[src/rtl/operand_route_arbiter.sv]
// rtl/operand_route_arbiter.sv - per-channel operand FIFOs merged by round-robin into one registered output
// Optional macro OPERAND_ROUTE_PRED_PRIO_EN: channels with a predicate (slot 2) at their head are served first.
module operand_route_arbiter #(
   parameter int NUM_CH  = 4,
   parameter int DEPTH   = 4,
   parameter int DATA_W  = 64,
   parameter int INSTR_W = 7,
   parameter int CNT_W   = 16
) (
   input  logic                      clk,
   input  logic                      rst,
   input  logic [NUM_CH-1:0]         in_req,
   output logic [NUM_CH-1:0]         in_ack,
   input  logic [NUM_CH*DATA_W-1:0]  in_operand,
   input  logic [NUM_CH*INSTR_W-1:0] in_dest_instr,
   input  logic [NUM_CH*2-1:0]       in_dest_slot,
   output logic                      out_req,
   input  logic                      out_ack,
   output logic [DATA_W-1:0]         out_operand,
   output logic [INSTR_W-1:0]        out_dest_instr,
   output logic [1:0]                out_dest_slot,
   output logic [NUM_CH-1:0]         ch_full,
   output logic                      slot_err,
   output logic [CNT_W-1:0]          deliver_cnt
);

   localparam int AW   = $clog2(DEPTH);
   localparam int CH_W = $clog2(NUM_CH);
   localparam int EW   = DATA_W + INSTR_W + 2;
   localparam logic [AW:0] PTR_ONE = (AW+1)'(1);

   // entry layout: {operand, dest_instr, dest_slot}
   logic [EW-1:0]     mem     [NUM_CH][DEPTH];
   logic [EW-1:0]     head    [NUM_CH];
   logic [AW:0]       wr_ptr  [NUM_CH];
   logic [AW:0]       rd_ptr  [NUM_CH];
   logic [NUM_CH-1:0] not_empty;
   logic [NUM_CH-1:0] push;
   logic [NUM_CH-1:0] bad_slot;
   logic [NUM_CH-1:0] eligible;
   logic [CH_W-1:0]   rr_ptr;
   logic [CH_W-1:0]   grant_idx;
   logic              grant_valid;
   logic              load;
   logic              pop;

   function automatic logic [CH_W-1:0] rr_add(input logic [CH_W-1:0] base, input int off);
      int s;
      s = int'(base) + off;
      if (s >= NUM_CH) s = s - NUM_CH;
      return CH_W'(s);
   endfunction

   always_comb begin
      ch_full   = '0;
      in_ack    = '0;
      not_empty = '0;
      push      = '0;
      bad_slot  = '0;
      for (int i = 0; i < NUM_CH; i++) begin
         ch_full[i]   = (wr_ptr[i][AW] != rd_ptr[i][AW]) &&
                        (wr_ptr[i][AW-1:0] == rd_ptr[i][AW-1:0]);
         not_empty[i] = (wr_ptr[i] != rd_ptr[i]);
         head[i]      = mem[i][rd_ptr[i][AW-1:0]];
         in_ack[i]    = !ch_full[i];
         bad_slot[i]  = in_req[i] && !ch_full[i] && (in_dest_slot[2*i +: 2] == 2'd3);
         push[i]      = in_req[i] && !ch_full[i] && (in_dest_slot[2*i +: 2] != 2'd3);
      end
   end

`ifdef OPERAND_ROUTE_PRED_PRIO_EN
   logic [NUM_CH-1:0] head_pred;

   always_comb begin
      head_pred = '0;
      for (int i = 0; i < NUM_CH; i++)
         head_pred[i] = not_empty[i] && (head[i][1:0] == 2'd2);
      eligible = (|head_pred) ? head_pred : not_empty;
   end
`else
   always_comb eligible = not_empty;
`endif

   always_comb begin
      grant_valid = 1'b0;
      grant_idx   = '0;
      for (int j = 0; j < NUM_CH; j++) begin
         if (!grant_valid && eligible[rr_add(rr_ptr, j)]) begin
            grant_valid = 1'b1;
            grant_idx   = rr_add(rr_ptr, j);
         end
      end
   end

   assign load = !out_req || out_ack;
   assign pop  = load && grant_valid;

   // storage needs no reset: pointers alone define what is valid
   always_ff @(posedge clk) begin
      for (int i = 0; i < NUM_CH; i++) begin
         if (push[i])
            mem[i][wr_ptr[i][AW-1:0]] <= {in_operand[i*DATA_W +: DATA_W],
                                          in_dest_instr[i*INSTR_W +: INSTR_W],
                                          in_dest_slot[2*i +: 2]};
      end
   end

   always_ff @(posedge clk or posedge rst) begin
      if (rst) begin
         for (int i = 0; i < NUM_CH; i++) begin
            wr_ptr[i] <= '0;
            rd_ptr[i] <= '0;
         end
      end else begin
         for (int i = 0; i < NUM_CH; i++) begin
            if (push[i])
               wr_ptr[i] <= wr_ptr[i] + PTR_ONE;
            if (pop && (grant_idx == CH_W'(i)))
               rd_ptr[i] <= rd_ptr[i] + PTR_ONE;
         end
      end
   end

   always_ff @(posedge clk or posedge rst) begin
      if (rst) begin
         out_req        <= 1'b0;
         out_operand    <= '0;
         out_dest_instr <= '0;
         out_dest_slot  <= '0;
         rr_ptr         <= '0;
         slot_err       <= 1'b0;
         deliver_cnt    <= '0;
      end else begin
         if (out_req && out_ack)
            deliver_cnt <= deliver_cnt + CNT_W'(1);
         if (|bad_slot)
            slot_err <= 1'b1;
         if (load) begin
            if (grant_valid) begin
               out_req        <= 1'b1;
               out_operand    <= head[grant_idx][EW-1 -: DATA_W];
               out_dest_instr <= head[grant_idx][INSTR_W+1:2];
               out_dest_slot  <= head[grant_idx][1:0];
               rr_ptr         <= (grant_idx == CH_W'(NUM_CH-1)) ? '0 : grant_idx + CH_W'(1);
            end else begin
               out_req <= 1'b0;
            end
         end
      end
   end

endmodule

[config.mk]
export PLATFORM = sky130hd
export DESIGN_NAME = operand_route_arbiter
export DESIGN_NICKNAME = d
export VERILOG_FILES = /design/src/rtl/operand_route_arbiter.sv
export SDC_FILE = /design/constraint.sdc
export NUM_CORES = 1
export LEC_CHECK = 0
export ABC_AREA = 1
export CORE_UTILIZATION = 50
export CTS_CLUSTER_SIZE = 8
export DETAILED_ROUTE_END_ITERATION = 6
export GPL_ROUTABILITY_DRIVEN = 0
export PLACE_DENSITY = 0.7
export SYNTH_ARGS = -nofsm -noshare
export SYNTH_HDL_FRONTEND = slang
export SYNTH_SLANG_ARGS = --single-unit
[constraint.sdc]
create_clock -name clk -period 6.5 [get_ports clk]
set_clock_uncertainty 0.15 [all_clocks]
set_input_delay 1.3 -clock clk [delete_from_list [all_inputs] [get_ports clk]]
set_output_delay 1.3 -clock clk [all_outputs]
set_load 0.02 [all_outputs]
Word level (Yosys, flattened, before mapping)
Memories as Yosys holds them, arrays and structs flattened. Cells that the tools add are included.

Memories kept: 1. Memory bits (writable): 1168. Register bits: 117. Logic and storage cells: 180. Output and inout bits: 99. Input port bits: 299.

Equal/unequal tests: 23. $add $sub $neg: 17. Reduce and logical (&&, ||, !) cells: 41. Bitwise operators: 9. Multiplexer cells: 53. $lt $le $gt $ge: 21.

Memories: mem (words 4, bits a word 292, read ports 4, clocked after memory_dff 0, wr ports 4, RTL line 33) `logic [EW-1:0] mem [NUM_CH][DEPTH];`.

Operators by type and width (count): two-way mux 292 bit (4); two-way mux 73 bit (14); binary-select mux 73 bit (select 2 bit) (5); demux 73 bit (select 2 bit) (4); greater-or-equal comparator 3 bit (second input constant) (12); logical AND 1 bit (29); inverter 2 -> 3 bit (9); adder 3 x 1 -> 3 bit (second input constant) (8); two-way mux 2 bit (9); adder 16 x 1 -> 16 bit (second input constant) (1); two-way mux 1 bit (13); equality test 2 bit (second input constant) (6); less-than comparator 2 x 3 -> 1 bit (second input constant) (4); less-than comparator 3 x 1 -> 1 bit (second input constant) (4); != test 3 bit (4); binary-select mux 1 bit (select 2 bit) (4); equality test 2 bit (4); zero test 1 bit (8); != test 2 bit (second input constant) (4); subtractor 2 x 1 -> 2 bit (second input constant) (4); adder 2 x 2 -> 3 bit (second input constant) (2); != test 1 bit (4); OR reduction 4 bit (1); adder 2 x 1 -> 3 bit (second input constant) (1); 6 further kinds (6).

Depth between registers and ports, before layout
Gate-level depths: netlist of the first run.

Depth in word-level cells: 18. Depth in mapped cells: 17.

Worst setup path before layout of the first run
OpenSTA, ideal clock, no wires.

Kind: input to register. From: input port in_dest_slot[3]. To: memory mem[1][0] (netlist name) (enable). Setup time: 0.508 ns. Arrival time: 4.733 ns. Required time: 5.842 ns. Stages: 3. Path buffers: 0. Path slack: 1.109 ns. Cell sequence: inv_1 -> o211ai_1 -> nor2_1.

RTL lines: from (decl) (RTL line 16) `input logic [NUM_CH*2-1:0] in_dest_slot,`; to (decl) (RTL line 33).

Worst setup path in the final report of the first run
From: register rd_ptr[3] (netlist name). To: output port ch_full[2].

Word-level cells in the longest chain between the ends: 2.

Ends and longest elaborated chain: from (decl) (RTL line 36) `logic [AW:0] rd_ptr [NUM_CH];`; from (signal, indexed assignment) (RTL line 119) `rd_ptr[i] <= rd_ptr[i] + PTR_ONE;`; equality test 2 bit (RTL line 62) `(wr_ptr[i][AW-1:0] == rd_ptr[i][AW-1:0]);`; logical AND 1 bit (RTL line 61) `ch_full[i] = (wr_ptr[i][AW] != rd_ptr[i][AW]) &&`; to (decl) (RTL line 22) `output logic [NUM_CH-1:0] ch_full,`.

No other way between the ends.

==> results by group, run 1 <==
Status
  • Outcome: completed

STA
  • Unrepaired setup endpoints after global routing: no
  • Max-slew headroom: 21.5%
  • Worst slew pin tran: 1.18 ns
  • Final slew viol count: 0
  • # setup viols final: 0
  • Post-layout min period: 5.00 ns
  • Hold violation count in the final report: 0
  • Tcrit/Tclk final: 77.0%
  • Achievable frequency: 200 MHz
  • Setup TNS: 0 ns

Power
  • P per Cell Area: 522 nW/um2
  • Sw frac: 39.4%
  • Lkg Pwr: 21.0 nW
  • Sw power: 12.6 mW
  • Clock network fraction of design power: 26.3%
  • Total power: 31.9 mW
  • Comb pwr share: 37.3%
  • Seq pwr share: 36.4%
  • Internal power: 19.3 mW
  • Max VDD drop: 0.000523 V

Global routing
  • All-Layer GR Usage: 27.5%
  • Vias in the first global route: 32806
  • First-pass GRT wire length: 209000 um
  • Met3 Resource Use GR: 6.37%
  • Pin count of the biggest net entering global routing: 111
  • M2 GR Usage: 46.0%
  • Initial antenna violation count: 17
  • Routing usage on met1: 34.4%
  • Total gr overflow: 0
  • Top Usage Layer GRT: met2

Die
  • Std-Cell Rows: 116
  • Chip height: 321 um
  • Die area: 103000 um2
  • Die X: 321 um
  • Initial core utilization: 50.7%
  • I/O pins: 398
  • Core Area: 101000 um2

Clocking
  • Hold buffers post-CTS: 0
  • Post-CTS Repair Setup Buffers: 0
  • Num Clock Sinks: 1285
  • Clock latency at the later pin of the worst-skew pair: 0.77 ns
  • Resized cells post-CTS: 0
  • Clock tree buffer depth: 3
  • Root buffer cell: clkbuf_16
  • CTS HTree Levels: 4
  • CTS buffer count: 178
  • Clock transition at path regs: 0.05 ns
  • TritonCTS clock tree: built

Critical path
  • Critical path capture point type: output pin
  • Crit path top cell by count: nand2_1
  • Critical path's largest stage delay: 0.73 ns
  • Critical Path Stages: 6
  • Critical path startpoint category: flip-flop
  • CP Cell Sequence: inv_4 > nand2_1 > nand2_1 > nand4_1 > inv_1 > clkdlybuf4s50_1
  • Crit-path leading delay family: buffers and inverters
  • Data arrival, critical path: 3.55 ns
  • Reg-to-reg setup timing slack: 1.97 ns
  • R2r worst-path depth: 16
  • Req. time, crit path: 5.05 ns
  • Buf+Inv Stages, Crit Path: 3
  • Worst Path Max Fanout: 70
  • CP Class: flip-flop to output pin
  • CP max stage cell: dfrtp_4

Final layout
  • Final core occ: 60.7%
  • Fillers: 7683
  • Finished Cell Area: 61100 um2
  • Layout cell share with drive strength beyond 1: 6.87%
  • Fin nets: 4665
  • Finished Layout Cells: 5820
  • Area grow syn2layout: 19.8%

Logic synthesis
  • Library cells used by synthesis: 32
  • Sequential area share after synthesis: 74.5%
  • Cell area after synthesis: 51000 um2
  • Avg Cell Area, Syn: 12.8 um2
  • Synthesized net count: 4315
  • Post-synthesis register bit count: 1285
  • Yosys Warn Count: 0
  • Post-Synthesis Cells: 3991

Placed design
  • Dpl cells: 5518
  • Detailed placer's ending HPWL: 88300 um
  • Area after DPL: 56100 um2
  • PortBufs: 397

Job
  • Max-Cap Viols: 0

Routing
  • Antenna viol nets, final: 0
  • Mean routed wirelength per cell: 24.6 um
  • DRT Pass-1 Iters: 6
  • Via count: 34227
  • DR DRC count: 0
  • Drt initial violations: 3726
  • Vias per std cell: 5.88
  • DRT Wirelength: 143000 um

Min path
  • Worst min path class: flip-flop to flip-flop
  • Min-Delay Path Depth: 2
==> worst paths after layout <==
check / endpoint / from
max: ch_full[2] / rd_ptr[3]
min: out_operand[46] / out_operand[46]
max reg2reg: out_operand[4] / rd_ptr[3]
min reg2reg: out_operand[46] / out_operand[46]
max in group asynchronous: rd_ptr[0] / rst
min in group asynchronous: deliver_cnt[1] / rst
==> per-stage QoR <==
stage          setup slack [ns]  hold slack (ns)
2_1_floorplan              1.11            0.313
3_3_place_gp               2.09            0.311
3_5_place_dp               1.97            0.318
4_1_cts                    1.44            0.332
5_1_grt                    1.24            0.350
6_report                   1.50            0.332
==> cells by family (layout without fill, tap and decap cells) <==
group,Yosys count,count (layout),share of synthesized area (%)
AOI/OAI and AO/OA,894,894,9.50
adders and majority gates,25,25,0.613
buffers and inverters,355,816,3.03
and+or+nand+nor,1401,1401,11.8
other,0,11,0
xor gates and xnor gates,30,30,0.544
DFF,1285,1285,74.5
muxes,1,1,0.0221
==> Yosys cell counts <==
cell,count,area [um2]
buf_6,8,90.1
nor3b_1,1,7.51
nand2_1,364,1370
nand2_2,6,37.5
a21oi_1,10,50.1
buf_4,20,150
xor2_1,21,184
nor2_1,618,2320
o221ai_1,1,8.76
buf_2,62,310
dfrtp_1,117,2930
nand3_1,248,1240
nor3_1,4,20.0
nand3_4,1,17.5
xnor2_2,2,32.5
ha_1,25,313
o21ai_0,588,2940
o21ai_1,1,5.00
nand4_4,1,21.3
and2_1,2,12.5
o22ai_1,292,1830
nand4_1,155,970
mux2_2,1,11.3
clkbuf_1,198,743
buf_1,3,11.3
nand3_2,1,10.0
a22oi_1,1,7.51
inv_2,10,37.5
edfxtp_1,1168,35100
xnor2_1,7,61.3
o211ai_1,1,7.51
inv_1,54,203
==> final cells by class <==
class                   count  area [um2]  share of cell area, %
clock inverters            11         155                  0.254
clock buffers             280        4860                   7.95
repair buffers            461        4470                   7.31
flip-flops and latches   1285       38000                   62.2
well taps                1357        1700                   2.78
multi-input cells        2351       11600                   19.0
inverters                  64         255                  0.418
diodes                     11        27.5                 0.0451
==> worst reg2reg max path, cell delays in order (launching register included) <==
cell,delay [ns]
dfrtp_4,0.87
inv_4,0.44
nand2_1,0.17
nand2_1,0.14
nand3_1,0.15
nand2_1,0.10
nand3_1,0.13
nand2_2,0.10
nand2_2,0.12
nand2_2,0.09
nand2_8,0.36
nand3_4,0.67
buf_4,0.51
nand2_1,0.10
nand3_1,0.12
nand3_1,0.14
nand2_1,0.06
==> cell usage in the layout, fill, tap and decap left out, types with 5 or more instances in the layout <==
cell and count:
o22ai_1 292, diode_2 11, edfxtp_1 1168, nor2_4 16, nand2_2 5, clkbuf_16 179
buf_4 63, clkbuf_1 101, ha_1 25, nand4_1 155, xor2_1 21, xnor2_1 7
inv_2 11, o21ai_0 588, nand2_1 364, nor2_1 602, dfrtp_1 109, a21oi_1 10
clkdlybuf4s50_1 397, inv_1 48, nand3_1 248
==> state kept, by name, summed over array words and instances, names as in the netlist <==
register        flops
rr_ptr              2
mem              1168
out_dest_instr      7
wr_ptr             12
slot_err            1
deliver_cnt        16
out_req             1
out_dest_slot       2
out_operand        64
rd_ptr             12
==> per-layer routing <==
metal | share of wire, % | vias to the layer above | wire length [um]
li1 | - | 15486 | -
met1 | 37 | 16864 | 53300
met2 | 50 | 1570 | 71200
met3 | 9.0 | 285 | 12900
met4 | 3.8 | 22 | 5470
met5 | 0.094 | - | 135
==> power by group through the flow <==
stage	Clock [mW]	Sequential (mW)	Combinational (mW)
after floorplan	0	11.7	7.48
after global placement	0	11.7	11.7
after detailed placement	0	11.7	11.9
after CTS	8.47	11.6	11.9
after global routing	8.80	11.7	12.9
final	8.37	11.6	11.9
No activity file was read; power rests on OpenSTA's default activity.
==> run 2, diff against run 1 <==
==> constraint.sdc (replaced) <==
create_clock -name clk -period 4.7 [get_ports clk]
set_clock_uncertainty 0.15 [all_clocks]
set_input_delay 0.94 -clock clk [delete_from_list [all_inputs] [get_ports clk]]
set_output_delay 0.94 -clock clk [all_outputs]
set_load 0.02 [all_outputs]
==> run 2 against run 1 <==
Compared with the run above: design area up 0.42%; global-route usage up 0.097 points; combinational power up 45%; non-clock buffer count up 3; wire length up 0.41%; clock-buffer cell count down 6; clock power up 40%; critical path depth down 2; die area unchanged; total power up 40%; register-to-register slack worse by 0.93 ns.
==> results by group, run 2 (same netlist as run 1, synthesis figures left out) <==
Status
  • Outcome: completed

Power
  • Clock network fraction of design power: 26.1% (-0.2 points)
  • Lkg Pwr: 21.1 nW (+0.49%)
  • Max VDD drop: 0.00123 V (+140%)
  • Sw power: 17.8 mW (+41%)
  • Total power: 44.7 mW (+40%)
  • Seq pwr share: 35.5% (-0.9 points)
  • Comb pwr share: 38.4% (+1.1 points)
  • Sw frac: 39.7% (+0.30 points)
  • Internal power: 27.0 mW (+40%)
  • P per Cell Area: 729 nW/um2 (+40%)

Clocking
  • Resized cells post-CTS: 0 (unchanged)
  • Root buffer cell: clkbuf_16
  • Post-CTS Repair Setup Buffers: 0 (unchanged)
  • TritonCTS clock tree: built
  • Num Clock Sinks: 1285 (unchanged)
  • CTS HTree Levels: 4 (unchanged)
  • Hold buffers post-CTS: 0 (unchanged)
  • Clock tree buffer depth: 3 (unchanged)
  • Clock transition at path regs: 0.05 ns (about the same)
  • Clock latency at the later pin of the worst-skew pair: 0.76 ns (about the same)
  • CTS buffer count: 179 (+0.56%)

Die
  • I/O pins: 398 (unchanged)
  • Core Area: 101000 um2 (unchanged)
  • Std-Cell Rows: 116 (unchanged)
  • Die X: 321 um (unchanged)
  • Chip height: 321 um (unchanged)
  • Die area: 103000 um2 (unchanged)
  • Initial core utilization: 50.7% (unchanged)

Global routing
  • Initial antenna violation count: 24 (+7)
  • Total gr overflow: 0 (unchanged)
  • Pin count of the biggest net entering global routing: 147 (+32%)
  • First-pass GRT wire length: 209000 um (+0.19%)
  • All-Layer GR Usage: 27.6% (+0.097 points)
  • Vias in the first global route: 32857 (+0.16%)

Min path
  • Hold Startpoint: deliver_cnt[15]
  • Worst min path class: flip-flop to flip-flop

STA
  • Setup TNS: 0 ns (unchanged)
  • Tcrit/Tclk final: 88.3%
  • Max-slew headroom: 34.5% (+13 points)
  • Hold Worst Slack: 0.319 ns (-0.0129 ns)
  • # setup viols final: 0 (unchanged)
  • Final Worst Setup Slack: 0.549 ns (-0.949 ns)
  • Final slew viol count: 0 (unchanged)
  • Achievable frequency: 241 MHz
  • Post-layout min period: 4.15 ns
  • Worst slew pin tran: 0.982 ns (-0.196 ns)
  • Hold violation count in the final report: 0 (unchanged)
  • Unrepaired setup endpoints after global routing: no

Critical path
  • Data arrival, critical path: 3.06 ns (-0.49 ns)
  • CP Class: flip-flop to output pin
  • Worst Path Max Fanout: 62 (-11%)
  • Critical path's largest stage delay: 0.87 ns (+0.14 ns)
  • FF-to-FF Start: rd_ptr[0]
  • Req. time, crit path: 3.61 ns (-1.44 ns)
  • CP max stage cell: dfrtp_4
  • Critical path startpoint category: flip-flop
  • CP Cell Sequence: xnor2_2 > nand4_1 > inv_1 > clkdlybuf4s50_1
  • Worst Setup SP: rd_ptr[0]
  • Critical path capture point type: output pin

Routing
  • DRT Pass-1 Iters: 6 (unchanged)
  • Via count: 34404 (+0.52%)
  • DR DRC count: 0 (unchanged)
  • Mean routed wirelength per cell: 24.7 um (+0.42%)
  • Vias per std cell: 5.91 (+0.53%)
  • Drt initial violations: 4025 (+8.0%)
  • Antenna viol nets, final: 0 (unchanged)
  • DRT Wirelength: 144000 um (+0.41%)

Placed design
  • Setup WS pre-CTS: 1.11 ns (-0.863 ns)
  • PortBufs: 397 (unchanged)
  • Detailed placer's ending HPWL: 87100 um (-1.4%)

Final layout
  • Most frequent cells in the layout: 1168 x edfxtp_1, 602 x nor2_1, 588 x o21ai_0
  • Fin nets: 4669 (+0.086%)
  • Area grow syn2layout: 20.3%
  • Layout cell share with drive strength beyond 1: 7.03% (+0.16 points)
  • Max FFs per register: 1168 (unchanged)
  • Most common cell after layout, fill and taps aside: edfxtp_1

Job
  • Max-Cap Viols: 0 (unchanged)
## run 2: cell types whose count changed in the layout (fill, tap and decap cells not counted), sizes merged
cell	change
buf	+3
bufinv	+1
clkbuf	-6
clkinv	+2
inv	-1
## run 2: power by group through the flow
stage	Clock [mW]	Sequential (mW)	Combinational (mW)
after floorplan	0	16.1	10.3
after detailed placement	0	16.0	17.2
final	11.7	15.9	17.2
after global placement	0	16.0	17.0
after CTS	11.8	15.8	17.2
after global routing	12.3	16.0	18.5
## run 2: metal layers
| layer | wire length [um] | GRT usage (%) | up-vias |
|---|---|---|---|
| met5 | 143 | 0 | - |
| met4 | 5030 | 11.4 | 24 |
| met3 | 12200 | 5.56 | 264 |
| met2 | 71600 | 45.8 | 1592 |
| met1 | 54500 | 35.4 | 17039 |
| li1 | - | - | 15485 |
## run 2: final cells by class
cell class              count  area [um2]
diodes                     11        27.5
clock buffers             274        4900
clock inverters            13         174
fillers                  7677       39200
inverters                  64         255
multi-input cells        2351       11600
flip-flops and latches   1285       38000
well taps                1357        1700
repair buffers            464        4660
## run 2: path summary, 6_finish.rpt
check	slack [ns]	cells past startpoint	endpoint
max	0.55	4	ch_full[3]
min	0.32	1	deliver_cnt[15]
max reg2reg	1.04	11	rd_ptr[3]
min reg2reg	0.32	1	deliver_cnt[15]
max in group asynchronous	2.89	4	out_operand[45]
min in group asynchronous	0.54	2	out_operand[37]
## run 2: critical path, delay by kind of cell, from the launching register on
kind          cells  cell delay, ns
xor+xnor          1            0.21
buf+inv           2            0.77
flops             1            0.87
simple gates      1            0.45
## run 2: through the flow
stage          std cells  instance area, um2  util [%]
2_1_floorplan       3991               51000         -
3_3_place_gp        5521               56300      55.9
3_5_place_dp        5521               56300      55.9
4_1_cts             5808               61300      61.0
5_1_grt             5812               61300      61.0
6_report            5819               61400      61.0
